===== src/rtl/draw_car.sv =====
// Car sprite overlay for the VGA pipeline; optional DRAW_CAR_COLLISION_EN adds a sticky collision flag.
// Fixed 2-cycle bus latency, no backpressure; the sprite ROM answers one cycle after pixel_addr.
`ifndef VGA_BUS_SIZE
`define VGA_BUS_SIZE 38
`endif

module draw_car #(
  parameter int          CAR_W     = 32,
  parameter int          CAR_H     = 48,
  parameter int          ADDR_W    = 11,
  parameter logic [11:0] KEY_COLOR = 12'h0F0
) (
  input  logic                     pclk,
  input  logic                     rst,
  input  logic [`VGA_BUS_SIZE-1:0] vga_in,
  input  logic [10:0]              xpos,
  input  logic [10:0]              ypos,
  input  logic [11:0]              rgb_pixel,
  output logic [ADDR_W-1:0]        pixel_addr,
  output logic [`VGA_BUS_SIZE-1:0] vga_out
`ifdef DRAW_CAR_COLLISION_EN
  ,
  output logic                     collision
`endif
);

  typedef struct packed {
    logic [10:0] hcount;
    logic [10:0] vcount;
    logic        hsync;
    logic        vsync;
    logic        hblnk;
    logic        vblnk;
    logic [11:0] rgb;
  } vga_t;

  vga_t bus_in, bus_s1, bus_s2, bus_out;
  logic [10:0] x_lat, y_lat;
  logic        pos_valid;
  logic        in_box, in_box_s1, in_box_s2;
  logic        frame_start, draw;
  logic [11:0] h12, v12, xl12, yl12, dx, dy;
  logic [ADDR_W-1:0] addr_c;

  assign bus_in      = vga_in;
  assign frame_start = (bus_in.hcount == 11'd0) && (bus_in.vcount == 11'd0);

  always_ff @(posedge pclk) begin
    if (rst) begin
      x_lat     <= '0;
      y_lat     <= '0;
      pos_valid <= 1'b0;
    end else if (frame_start) begin
      x_lat     <= xpos;
      y_lat     <= ypos;
      pos_valid <= 1'b1;
    end
  end

  // 12-bit compare so the right/bottom box edge never wraps back to the left/top.
  assign h12  = {1'b0, bus_in.hcount};
  assign v12  = {1'b0, bus_in.vcount};
  assign xl12 = {1'b0, x_lat};
  assign yl12 = {1'b0, y_lat};
  assign dx   = h12 - xl12;
  assign dy   = v12 - yl12;

  assign in_box = pos_valid
               && (h12 >= xl12) && (h12 < xl12 + 12'(CAR_W))
               && (v12 >= yl12) && (v12 < yl12 + 12'(CAR_H));

  assign addr_c = ADDR_W'(dy) * ADDR_W'(CAR_W) + ADDR_W'(dx);

  always_ff @(posedge pclk) begin
    if (rst) begin
      bus_s1     <= '0;
      in_box_s1  <= 1'b0;
      pixel_addr <= '0;
      bus_s2     <= '0;
      in_box_s2  <= 1'b0;
    end else begin
      bus_s1     <= bus_in;
      in_box_s1  <= in_box;
      pixel_addr <= in_box ? addr_c : '0;
      bus_s2     <= bus_s1;
      in_box_s2  <= in_box_s1;
    end
  end

  // The ROM word for the stage-2 pixel arrives with it, so the rgb select is taken after the register.
  assign draw = in_box_s2 && !bus_s2.hblnk && !bus_s2.vblnk && (rgb_pixel != KEY_COLOR);

  always_comb begin
    bus_out = bus_s2;
    if (draw) bus_out.rgb = rgb_pixel;
  end

  assign vga_out = bus_out;

`ifdef DRAW_CAR_COLLISION_EN
  always_ff @(posedge pclk) begin
    if (rst)
      collision <= 1'b0;
    else if (draw && (bus_s2.rgb == 12'hFFF))
      collision <= 1'b1;
    else if (frame_start)
      collision <= 1'b0;
  end
`endif

endmodule


===== config.mk =====
export PLATFORM = sky130hd
export DESIGN_NAME = draw_car
export DESIGN_NICKNAME = d
export VERILOG_FILES = /design/src/rtl/draw_car.sv
export SDC_FILE = /design/constraint.sdc
export NUM_CORES = 1
export LEC_CHECK = 0
export BUFFER_PORTS_ARGS = -buffer_cell sky130_fd_sc_hd__buf_2
export CELL_PAD_IN_SITES_DETAIL_PLACEMENT = 2
export CELL_PAD_IN_SITES_GLOBAL_PLACEMENT = 2
export CORE_UTILIZATION = 33
export DETAILED_ROUTE_END_ITERATION = 7
export PLACE_DENSITY = 0.87
export RECOVER_POWER = 25
export SETUP_SLACK_MARGIN = 0.3
export SYNTH_ARGS = -nofsm -noshare
export SYNTH_HDL_FRONTEND = slang
export SYNTH_SLANG_ARGS = --single-unit

===== constraint.sdc =====
create_clock -name pclk -period 3.3 [get_ports pclk]
set_clock_uncertainty 0.1 [all_clocks]
set_input_delay 0 -clock pclk [delete_from_list [all_inputs] [get_ports pclk]]
set_output_delay 0 -clock pclk [all_outputs]
set_load 0.02 [all_outputs]

# == Yosys cells after proc, flatten, opt, wreduce, memory -nomap -nowiden ==
# Index checks and enable logic that the tools add are counted.
# classes
n_addsub,5
n_lt_le_gt_ge,4
n_eq_ne,1
muxes,1
bitwise,1
n_reduce_logical,13
# ops
cell,count
$add 11x6->12 const B,2
$lt 11x12->1,2
$ge 11x11->1,2
$logic_not 11->1,2
$mux 12,1
$ne 12x8->1 const B,1
$add 11x11->11,1
$sub 11x11->11,1
$logic_and 1x1->1,8
$sub 6x6->6,1
$logic_not 1->1,2
$reduce_or 2->1,1
$not 1->1,1
# totals
regBits,112
in_bits,74
output_inout_bits,49
elab_cells,45

# == Logic depth before layout (Yosys ltp) ==
# Gate-level depths: netlist of the first run.
# depth
word_depth,7
depth_mapped,14
ltp_nobuf,14

# == Least setup slack after synthesis of the first run ==
# No wires, ideal clock.
# synth_path
path_type,reg-to-reg
startpoint,reg y_lat[0]
endpoint,reg pixel_addr[10]
setup_time_ns,0.118
t_arrival_ns,2.700
required_ns,3.082
slack_ns,0.382
stages_incl_launch_ff,14
path_buffers,0
period_less_slack_ns,2.918
cell_sequence,dfxtp_1 ha_1 inv_1 fa_1 a21o_1 a21oi_1 xnor2_1 fa_1 ha_1 a21oi_1 o21a_1 a31oi_1 xnor2_1 nor2_1
# synth_via
elab_chain_cells,5
word_cells_on_any_way,9
classes_between,add/sub (3); order compare (2); bitwise (1); reduce/logical (3)
# synth_lines
item,line_no,rtl
"start, declared",38,"logic [10:0] x_lat, y_lat;"
"start signal, assigned",55,y_lat <= ypos;
$add 11x6->12 or $ge 11x11->1 (tied branches),70,&& (v12 >= yl12) && (v12 < yl12 + 12'(CAR_H));
$lt 11x12->1 or $logic_and 1x1->1 (tied branches),70,
$logic_and 1x1->1,70,
$not 1->1 (no source line),--,
$reduce_or 2->1 (no source line),--,
"end signal, assigned",84,pixel_addr <= in_box ? addr_c : '0;
"end, declared",19,"output logic [ADDR_W-1:0] pixel_addr,"
# Parallel ways exist; a longest one is shown, timed or not.
# A chain may end at the register's enable or synchronous reset.

# == Final worst setup path of the first run ==
# Same ends and word-level chain as after synthesis.

==> flow_metrics.env, run 1 <==
export IMPL_clk_latency_ns=0.37
export IMPL_synth_cell_area_sq_um=5310
export IMPL_synthCells=532
export IMPL_grt_pass1_wl_mm=27.0
export IMPL_dp_cells=827
export IMPL_grt_pass1_vias=4870
export IMPL_fmax_mhz=340
export IMPL_p_int_uw=2160
export IMPL_vias_per_cell=4.72
export IMPL_start_util_pct=34.4
export IMPL_setup_viol=0
export IMPL_hold_class="primary input to flop"
export IMPL_cp_slowest_stage_delay_ns=0.49
export IMPL_drc=0
export IMPL_worstMarginPinSlew_ns=1.97
export IMPL_die_x_um=129
export IMPL_ys_seq_elements=112
export IMPL_fp_row_count=45
export IMPL_synth_top_area_share_pct=42.2
export IMPL_status="finished, violations left"
export IMPL_place_congestion=0.839
export IMPL_cp_data_required_time_ns=3.45
export IMPL_start_kind="flop"
export IMPL_numClockSinks=112
export IMPL_tns_ns=0
export IMPL_violations="max-capacitance violations, max-slew violations"
export IMPL_switching_share_pct=26.9
export IMPL_max_cap_violations=1
export IMPL_area_delta_synth_final_pct=31.8
export IMPL_grt_usage_pct=21.9
export IMPL_cts_made_buffers=9
export IMPL_drt_first_pass_iters=4
export IMPL_drive_above_1_share_pct=26.6
export IMPL_worst_path_max_fanout=3
export IMPL_ys_flop_type="dfxtp_1"
export IMPL_grt_ovfl_total=0
export IMPL_drt_initial_drc_count=139
export IMPL_p_per_area_nw_per_um2=423
export IMPL_regToRegSetupSlack_ns=0.36
export IMPL_setup_slack_ns=0.357
export IMPL_avgSynthCellArea_sq_um=9.98
export IMPL_yosysWarningCount=0
export IMPL_ios=123
export IMPL_dp_final_hpwl_mm=11.4
export IMPL_synth_cell_types=50
export IMPL_crit_chain="ha_4 -> inv_2 -> fa_2 -> a21o_1 -> a21oi_2 -> xnor2_1 -> fa_1 -> ha_4 -> nand2_2 -> o21a_1 -> a31oi_1 -> xnor2_1 -> nor2_1"
export IMPL_slew_viol_final=102
export IMPL_port_buffers=122
export IMPL_cts_max_path_buffers=2
export IMPL_power_switching_uw=796
export IMPL_pre_cts_ws_ns=0.102
export IMPL_antennaDiodeCount=0
export IMPL_vdd_drop_max_uv=253
export IMPL_synth_edf_count=0
export IMPL_vias=4301
export IMPL_p_leak_uw=0.00303
export IMPL_ys_top_cells_by_area="dfxtp_1 (42%), ha_1 (11%), nor2b_1 (8.6%)"
export IMPL_crit_arrival_ns=3.09
export IMPL_final_cells=911
export IMPL_cp_slowest_cell="fa_1"
export IMPL_grt_max_degree=102
export IMPL_clk_pin_slew_ns=0.08
export IMPL_die_h_um=129
export IMPL_async_reset_ff_share_pct=0
export IMPL_hold_viol_final=0
export IMPL_htreeDepth=3
export IMPL_p_clk_share_pct=36.3
export IMPL_reg2reg_depth=13
export IMPL_period_minus_slack_ns=2.94
export IMPL_cts_root_buffer="clkbuf_16"
export IMPL_p_comb_share_pct=16.3
export IMPL_ys_seq_area_share_pct=42.2
export IMPL_ant_nets=0
export IMPL_layout_nets=827
export IMPL_core_sq_um=15400
export IMPL_synth_nets=664
export IMPL_rsz0062_at_grt="yes"
export IMPL_end_kind="flop"
export IMPL_wire_per_inst_um=18.8
export IMPL_dieArea_sq_um=16600
export IMPL_whs_path_depth=6
export IMPL_worstSetupPathType="flop to flop"
export IMPL_p_seq_share_pct=47.5
export IMPL_maxSlewHeadroom_pct=-31.3
export IMPL_wl_mm=17.2
export IMPL_cts_tree="yes"
export IMPL_fin_total_pwr_uw=2960
export IMPL_post_route_period_util_pct=89.2
export IMPL_yosysTopAreaCell="dfxtp_1"
export IMPL_antenna_found_initial=0
==> worst paths after layout <==
check,startpoint,to
min reg2reg,bus_s1[18],vga_out[18]
min,vga_in[16],pos_valid
max reg2reg,y_lat[0],pixel_addr[10]
max,y_lat[0],pixel_addr[10]
==> cell type report <==
type	instances	area, sq um
Clock buffer	11	243
Clock inverter	5	40.0
Fill cell	1659	8430
Inverter	45	169
Multi-Input combinational cell	334	2720
Sequential cell	112	2250
Tap cell	211	264
Timing Repair Buffer	193	1320
==> sequential cells by signal, summed over array words and instances (netlist names) <==
signal	cells
in_box_s2	1
pos_valid	1
vga_out	26
y_lat	11
bus_s2	12
pixel_addr	11
x_lat	11
bus_s1	38
in_box_s1	1
==> power groups by stage <==
| stage | Sequential, uW | Combinational (uW) | Clock, uW |
|---|---|---|---|
| floorplan | 1430 | 253 | 0 |
| global placement | 1430 | 356 | 0 |
| detailed placement | 1440 | 383 | 0 |
| CTS | 1400 | 462 | 1100 |
| global route | 1410 | 524 | 1150 |
| finish | 1400 | 481 | 1070 |
==> cells in the final DEF, fill, tap and decap left out, types with 3 or more instances in the layout <==
cell | netlist | routed
a21o_1 | 4 | 4
a21oi_1 | 16 | 13
a21oi_2 | 0 | 3
a31oi_1 | 3 | 3
buf_2 | 2 | 121
buf_4 | 26 | 9
clkbuf_16 | 0 | 9
dfxtp_1 | 112 | 109
dfxtp_2 | 0 | 3
dlygate4sd3_1 | 0 | 60
fa_1 | 11 | 10
ha_1 | 47 | 44
inv_1 | 45 | 44
mux2_2 | 11 | 11
mux2i_1 | 22 | 22
nand2_1 | 9 | 8
nand2b_1 | 3 | 3
nand3_1 | 9 | 9
nor2_1 | 49 | 48
nor2b_1 | 73 | 73
nor3_1 | 6 | 4
nor4_1 | 5 | 5
o21a_1 | 3 | 3
o21ai_0 | 12 | 11
xnor2_1 | 16 | 14
xor2_1 | 4 | 4
==> metrics by stage <==
stage / util (%) / instance area, sq um / hold slack [ns]
after floorplan: - / 5310 / 0.0282
after global placement: 38.6 / 5950 / 0.113
after detailed placement: 38.6 / 5950 / 0.121
after CTS: 45.1 / 6960 / 0.108
after global routing: 45.4 / 7000 / 0.157
final: 45.4 / 7000 / 0.107
==> cells by family (layout without fill, tap and decap cells) <==
logic type / Yosys count / count (layout) / synth area share, %
adders and majority gates: 58 / 58 / 15.2
and+or+nand+nor: 167 / 167 / 17.3
xor gates and xnor gates: 20 / 20 / 3.30
buffers and inverters: 86 / 254 / 8.25
muxes: 33 / 33 / 6.48
AOI/OAI and AO/OA: 56 / 56 / 7.24
DFF: 112 / 112 / 42.2
==> cells in the mapped netlist, types with 3 or more instances <==
cell and count:
a31oi_1 3, nor4_1 5, buf_4 26, dfxtp_1 112, nor2b_1 73, nor2_1 49, mux2i_1 22, clkbuf_1 10
xor2_1 4, fa_1 11, a21o_1 4, o21a_1 3, nand3_1 9, o21ai_0 12, inv_1 45, mux2_2 11
nand2_1 9, xnor2_1 16, nor3_1 6, ha_1 47, nand2b_1 3, a21oi_1 16
==> metal layers <==
layer / part of all wire, % / wire length (um) / track usage (%) / vias to the layer above
met2: 52 / 8930 / 40.2 / 113
met3: 4.5 / 773 / 4.12 / 21
met5: 0 / 0 / 0 / -
met4: 2.3 / 388 / 9.48 / 0
li1: - / - / - / 2056
met1: 41 / 7070 / 24.7 / 2111
==> critical path: cells and delay by family (launching register included) <==
kind | cells | cell delay, ns
adders and majority gates | 4 | 1.32
xor gates and xnor gates | 2 | 0.28
AOI/OAI and AO/OA | 4 | 0.65
and+or+nand+nor | 2 | 0.11
DFF | 1 | 0.35
buffers and inverters | 1 | 0.03
==> timing repair <==
| action | 4_1_cts | 5_1_grt |
|---|---|---|
| endpoints found under the hold margin | 62 | 0 |
| buffers inserted | 6 | 2 |
| setup endpoints to repair | 12 | 11 |
| gates resized for setup | 19 | 4 |
| pin swaps | 18 | 7 |
| cloned | 0 | 0 |
| hold buffers | 60 | 0 |
(Power assumes the default switching activity.)
==> inputs of run 2 (changes only) <==
--- a/config.mk
+++ b/config.mk
@@ -5,11 +5,11 @@
 export SDC_FILE = /design/constraint.sdc
 export NUM_CORES = 1
 export LEC_CHECK = 0
-export BUFFER_PORTS_ARGS = -buffer_cell sky130_fd_sc_hd__buf_2
 export CELL_PAD_IN_SITES_DETAIL_PLACEMENT = 2
 export CELL_PAD_IN_SITES_GLOBAL_PLACEMENT = 2
-export CORE_UTILIZATION = 33
+export CORE_UTILIZATION = 39
 export DETAILED_ROUTE_END_ITERATION = 7
+export DONT_BUFFER_PORTS = 1
 export PLACE_DENSITY = 0.87
 export RECOVER_POWER = 25
 export SETUP_SLACK_MARGIN = 0.3
==> run 2 against run 1 <==
Net effect: sequential share of layout area grew 2.5 points; hold slack got worse by 0.073 ns; non-clock buffer count is 113 lower; worst setup slack worse by 0.18 ns; the flow still finishes with violations (max-capacitance violations, max-slew violations).
==> flow_metrics.env, run 2 (synthesized netlist as in run 1, its figures left out) <==
export IMPL_status="finished, violations left"
export IMPL_violations="max-capacitance violations, max-slew violations"
export IMPL_grt_ovfl_total=0
export IMPL_clk_pin_slew_ns=0.08
export IMPL_start_kind="flop"
export IMPL_mostFrequentLayoutCell="dfxtp_1"
export IMPL_period_minus_slack_ns=3.12
export IMPL_setup_slack_ns=0.176
export IMPL_p_per_area_nw_per_um2=458
export IMPL_holdPathEnd="pixel_addr[6]"
export IMPL_dp_final_hpwl_mm=10.0
export IMPL_vias=4007
export IMPL_drive_above_1_share_pct=12.9
export IMPL_hold_viol_final=0
export IMPL_htreeDepth=3
export IMPL_cp_data_required_time_ns=3.45
export IMPL_regToRegSetupSlack_ns=0.18
export IMPL_die_x_um=119
export IMPL_antennaDiodeCount=0
export IMPL_tns_ns=0
export IMPL_start_util_pct=40.1
export IMPL_top_register="bus_s1"
export IMPL_post_route_period_util_pct=94.7
export IMPL_port_buffers=0
export IMPL_max_cap_violations=1
export IMPL_cts_tree="yes"
export IMPL_drt_first_pass_iters=4
export IMPL_numClockSinks=112
export IMPL_cts_root_buffer="clkbuf_16"
export IMPL_worstSetupPathType="flop to flop"
export IMPL_worst_path_max_fanout=3
export IMPL_dieArea_sq_um=14100
export IMPL_ant_nets=0
export IMPL_rsz0062_at_grt="yes"
export IMPL_wl_mm=17.8
export IMPL_grt_max_degree=101
export IMPL_pre_cts_ws_ns=0.0544
export IMPL_reg2reg_depth=13
export IMPL_worstHoldStart="rst"
export IMPL_slew_viol_final=101
export IMPL_area_delta_synth_final_pct=22.5
export IMPL_clk_latency_ns=0.36
export IMPL_grt_pass1_vias=4690
export IMPL_cts_made_buffers=9
export IMPL_core_sq_um=13200
export IMPL_die_h_um=119
export IMPL_r2r_start="y_lat[0]"
export IMPL_cts_max_path_buffers=2
export IMPL_layout_nets=714
export IMPL_largest_reg_flops=38
export IMPL_maxSlewHeadroom_pct=-38.0
export IMPL_worstMarginPinSlew_ns=2.07
export IMPL_ios=123
export IMPL_drt_initial_drc_count=183
export IMPL_vdd_drop_max_uv=251
export IMPL_setup_viol=0
export IMPL_place_congestion=0.817
export IMPL_drc=0
export IMPL_end_kind="flop"
export IMPL_antenna_found_initial=0
export IMPL_grt_pass1_wl_mm=28.2
export IMPL_hold_class="primary input to flop"
export IMPL_vias_per_cell=5.25
export IMPL_grt_usage_pct=26.9
export IMPL_reg2reg_to="pixel_addr[10]"
export IMPL_fmax_mhz=320
export IMPL_p_leak_uw=0.00257
export IMPL_mostFrequentLayoutCells="dfxtp_1 (107), nor2b_1 (73), dlygate4sd3_1 (70)"
export IMPL_crit_arrival_ns=3.27
export IMPL_wire_per_inst_um=23.3
export IMPL_fp_row_count=42
export IMPL_whs_path_depth=4
==> run 2: area by class of cell <==
class	count	area, sq um
timing repair buffer	80	777
clock inverter	5	61.3
tap	176	220
multi-input combinational	334	2780
sequential	112	2250
clock buffer	11	243
fill	1362	6740
inverter	45	169
==> run 2: routing by layer <==
| metal | vias to the layer above | wire, um | GRT usage, % |
|---|---|---|---|
| met5 | - | 0 | 0 |
| met4 | 0 | 594 | 10.4 |
| met3 | 42 | 1070 | 7.38 |
| met2 | 152 | 9060 | 48.1 |
| met1 | 1983 | 7070 | 30.1 |
| li1 | 1830 | - | - |
==> run 2: per-stage QoR <==
step / instances / hold WS, ns / util, % / total power (uW) / instance area, sq um
finish: 763 / 0.0335 / 49.1 / 2980 / 6500
global route: 763 / 0.0530 / 49.1 / 3100 / 6500
CTS: 763 / 0.0180 / 48.8 / 2960 / 6460
detailed placement: 670 / -0.0196 / 39.9 / 1720 / 5280
global placement: 670 / -0.0213 / 39.9 / 1690 / 5280
floorplan: 532 / 0.0282 / - / 1680 / 5310
==> run 2: timing repair <==
| action | 4_1_cts | 5_1_grt |
|---|---|---|
| hold endpoints to repair | 103 | 0 |
| hold buffers | 71 | 0 |
| resized for setup | 25 | 15 |
| setup buffers | 6 | 0 |
| pin swaps | 11 | 9 |
| endpoints found under the setup margin | 12 | 12 |
==> run 2: critical path, stage by stage, from the launching register on <==
cell and delay [ns]:
dfxtp_2 0.37, ha_4 0.13, inv_2 0.03, fa_2 0.38, a21o_1 0.22, a21oi_2 0.20, xnor2_2 0.15, fa_1 0.48
ha_4 0.32, nand2_2 0.06, o21a_1 0.17, a31oi_1 0.18, xnor2_1 0.16, nor2_2 0.05
==> run 2: worst max path at each step <==
stage | start | to | slack [ns] | cells past startpoint
2_1_floorplan | y_lat[0] | pixel_addr[10] | 0.38 | 13
5_1_grt | y_lat[0] | pixel_addr[10] | 0.1 | 13
3_3_place_gp | y_lat[4] | pixel_addr[6] | 0.26 | 11
4_1_cts | y_lat[4] | pixel_addr[6] | 0.25 | 11
6_report | y_lat[0] | pixel_addr[10] | 0.18 | 13
3_5_place_dp | y_lat[4] | pixel_addr[6] | 0.05 | 11
==> run 2: where the power goes <==
part	total (uW)	internal [uW]	leakage, uW	switching [uW]
Clock	1140	618	0.000151	523
Sequential	1420	1390	0.000921	29.8
Combinational	411	194	0.00150	217
Total	2980	2210	0.00257	770
==> inputs of run 3 (changes only) <==
--- a/config.mk
+++ b/config.mk
@@ -5,11 +5,11 @@
 export SDC_FILE = /design/constraint.sdc
 export NUM_CORES = 1
 export LEC_CHECK = 0
+export BUFFER_PORTS_ARGS = -buffer_cell sky130_fd_sc_hd__buf_2
 export CELL_PAD_IN_SITES_DETAIL_PLACEMENT = 2
 export CELL_PAD_IN_SITES_GLOBAL_PLACEMENT = 2
-export CORE_UTILIZATION = 39
+export CORE_UTILIZATION = 33
 export DETAILED_ROUTE_END_ITERATION = 7
-export DONT_BUFFER_PORTS = 1
 export PLACE_DENSITY = 0.87
 export RECOVER_POWER = 25
 export SETUP_SLACK_MARGIN = 0.3
==> constraint.sdc (replaced) <==
create_clock -name pclk -period 3.3 [get_ports pclk]
set_clock_uncertainty 0.1 [all_clocks]
set_input_delay 0.825 -clock pclk [delete_from_list [all_inputs] [get_ports pclk]]
set_output_delay 0.825 -clock pclk [all_outputs]
set_load 0.02 [all_outputs]
==> run 3 against run 2 <==
Net effect: the run ends with max-capacitance violations, max-slew violations, negative setup slack left; fmax is 9.1% lower; wire length is 3.8% higher; sequential cell count stayed put; clock-buffer cell count is 1 lower; critical path depth is 2 higher; cell count is 15% higher; clock power is 4% lower; register-to-register slack worse by 0.21 ns; critical endpoint unchanged.
==> flow_metrics.env, run 3 (synthesized netlist as in run 1, its figures left out) <==
export IMPL_worstMarginPinSlew_ns=1.95
export IMPL_worst_path_max_fanout=3
export IMPL_core_sq_um=15400
export IMPL_max_cap_violations=1
export IMPL_setup_slack_ns=-0.135
export IMPL_largest_reg_flops=38
export IMPL_wire_per_inst_um=21.1
export IMPL_holdPathEnd="vga_out[26]"
export IMPL_violations="max-capacitance violations, max-slew violations, negative setup slack"
export IMPL_ant_nets=0
export IMPL_wl_mm=18.5
export IMPL_nFillCells=1697
export IMPL_drc=0
export IMPL_p_clk_share_pct=35.8
export IMPL_vias_per_cell=4.90
export IMPL_die_x_um=129
export IMPL_power_switching_uw=870
export IMPL_grt_pass1_vias=4939
export IMPL_slew_viol_final=101
export IMPL_top_register="bus_s1"
export IMPL_ios=123
export IMPL_vdd_drop_max_uv=271
export IMPL_port_buffers=122
export IMPL_fin_total_pwr_uw=3040
export IMPL_period_minus_slack_ns=3.44
export IMPL_status="finished, violations left"
export IMPL_reg2reg_depth=13
export IMPL_dp_final_hpwl_mm=12.4
export IMPL_drt_first_pass_iters=4
export IMPL_p_leak_uw=0.00283
export IMPL_cp_data_required_time_ns=3.45
export IMPL_layout_nets=790
export IMPL_crit_arrival_ns=3.59
export IMPL_antenna_found_initial=1
export IMPL_cts_tree="yes"
export IMPL_p_per_area_nw_per_um2=442
export IMPL_fmax_mhz=291
export IMPL_area_delta_synth_final_pct=29.3
export IMPL_pre_cts_ws_ns=-0.456
export IMPL_start_util_pct=34.4
export IMPL_cp_slowest_stage_delay_ns=0.54
export IMPL_rsz0062_at_grt="yes"
export IMPL_multi_input_area_sq_um=3000
export IMPL_maxSlewHeadroom_pct=-29.7
export IMPL_switching_share_pct=28.6
export IMPL_vias=4287
export IMPL_place_congestion=0.855
export IMPL_regToRegSetupSlack_ns=-0.03
export IMPL_cpMostUsedCell="ha_4"
export IMPL_reg2reg_to="pixel_addr[10]"
export IMPL_worst_path_buf_inv=3
export IMPL_worstSetupPathType="primary input to flop"
export IMPL_crit_chain="buf_12 -> inv_12 -> ha_4 -> inv_2 -> fa_2 -> a21o_1 -> a21oi_4 -> xnor2_2 -> fa_1 -> ha_4 -> nand2_2 -> o21a_1 -> a31oi_1 -> xnor2_1 -> nor2_1"
export IMPL_drive_above_1_share_pct=30.5
export IMPL_setup_viol=1
export IMPL_htreeDepth=3
export IMPL_die_h_um=129
export IMPL_p_seq_share_pct=46.2
export IMPL_grt_ovfl_total=0
export IMPL_dieArea_sq_um=16600
export IMPL_fin_util_pct=44.5
export IMPL_grt_usage_pct=22.0
export IMPL_drt_initial_drc_count=135
export IMPL_fp_row_count=45
export IMPL_hold_class="flop to flop"
export IMPL_cts_root_buffer="clkbuf_16"
export IMPL_clk_pin_slew_ns=0.08
export IMPL_p_comb_share_pct=18.0
export IMPL_start_kind="primary input"
export IMPL_grt_max_degree=101
export IMPL_end_kind="flop"
export IMPL_r2r_start="y_lat[0]"
export IMPL_clk_latency_ns=0.36
export IMPL_grt_pass1_wl_mm=26.9
export IMPL_whs_path_depth=1
export IMPL_post_route_period_util_pct=104
export IMPL_critPathTopFamily="adder cells"
export IMPL_cts_max_path_buffers=2
export IMPL_hold_viol_final=0
export IMPL_numClockSinks=112
export IMPL_mostFrequentLayoutCells="dfxtp_1 (110), buf_2 (87), nor2b_1 (73)"
export IMPL_mostFrequentLayoutCell="dfxtp_1"
export IMPL_p_int_uw=2170
export IMPL_worstHoldStart="bus_s1[26]"
export IMPL_cts_made_buffers=9
export IMPL_cp_slowest_cell="fa_1"
export IMPL_seqCellArea_sq_um=2240
run 3: cell types whose count changed in the layout (fill, tap and decap cells not counted), moves of 5 or more:
cell | before | now
buf_2 | 0 | 87
buf_4 | 8 | 25
buf_6 | 1 | 6
clkbuf_1 | 1 | 35
dlygate4sd3_1 | 70 | 0
nor2_4 | 0 | 6
run 3: metrics by stage:
step	hold WS [ns]	std cells	cell area, sq um	setup TNS [ns]
after floorplan	0.314	532	5390	-0.0791
after global placement	0.318	846	6170	-0.696
after detailed placement	0.331	846	6170	-1.99
after CTS	0.349	871	6730	0
after global routing	0.359	875	6870	-0.179
final	0.338	875	6870	-0.135
run 3: power by group through the flow:
stage | Combinational [uW] | Sequential, uW | Clock, uW
2_1_floorplan | 271 | 1430 | 0
3_3_place_gp | 398 | 1430 | 0
3_5_place_dp | 436 | 1440 | 0
4_1_cts | 483 | 1400 | 1130
5_1_grt | 584 | 1410 | 1180
6_report | 546 | 1400 | 1090
run 3: layer usage:
metal / wire, um / up-vias / GRT usage, %
met5: 0 / - / 1.47
met1: 6760 / 2068 / 22.5
met2: 9560 / 169 / 41.0
met3: 930 / 67 / 4.45
met4: 1220 / 0 / 13.2
li1: - / 1983 / -
run 3: worst max-delay path by stage:
stage	startpoint	end	cells past startpoint
after global routing	vga_in[16]	pixel_addr[10]	15
after CTS	vga_in[16]	pixel_addr[10]	15
after global placement	vga_in[16]	pixel_addr[10]	15
after floorplan	vga_in[16]	pixel_addr[10]	14
final	vga_in[16]	pixel_addr[10]	15
after detailed placement	vga_in[16]	pixel_addr[10]	15
run 3: layout make-up:
class	instances	area share, %
Multi-Input combinational cell	334	43.8
Sequential cell	112	32.7
Timing Repair Buffer	156	12.8
Tap cell	211	3.85
Clock buffer	10	3.34
Inverter	45	2.64
Clock inverter	6	0.893
Antenna cell	1	0.0364
run 3: what timing repair did:
action	4_1_cts	5_1_grt
setup buffers	9	3
pin swaps	24	16
endpoints found under the hold margin	0	0
endpoints found under the setup margin	23	23
gates resized for setup	40	32
hold buffers	0	0
run 3: worst reg2reg max path, stage by stage (launching register included):
cell and delay, ns:
dfxtp_1 0.46, ha_4 0.17, inv_2 0.05, fa_2 0.39, a21o_1 0.22, a21oi_4 0.22, xnor2_2 0.10, fa_1 0.54
ha_4 0.34, nand2_2 0.06, o21a_1 0.18, a31oi_1 0.18, xnor2_1 0.15, nor2_1 0.07
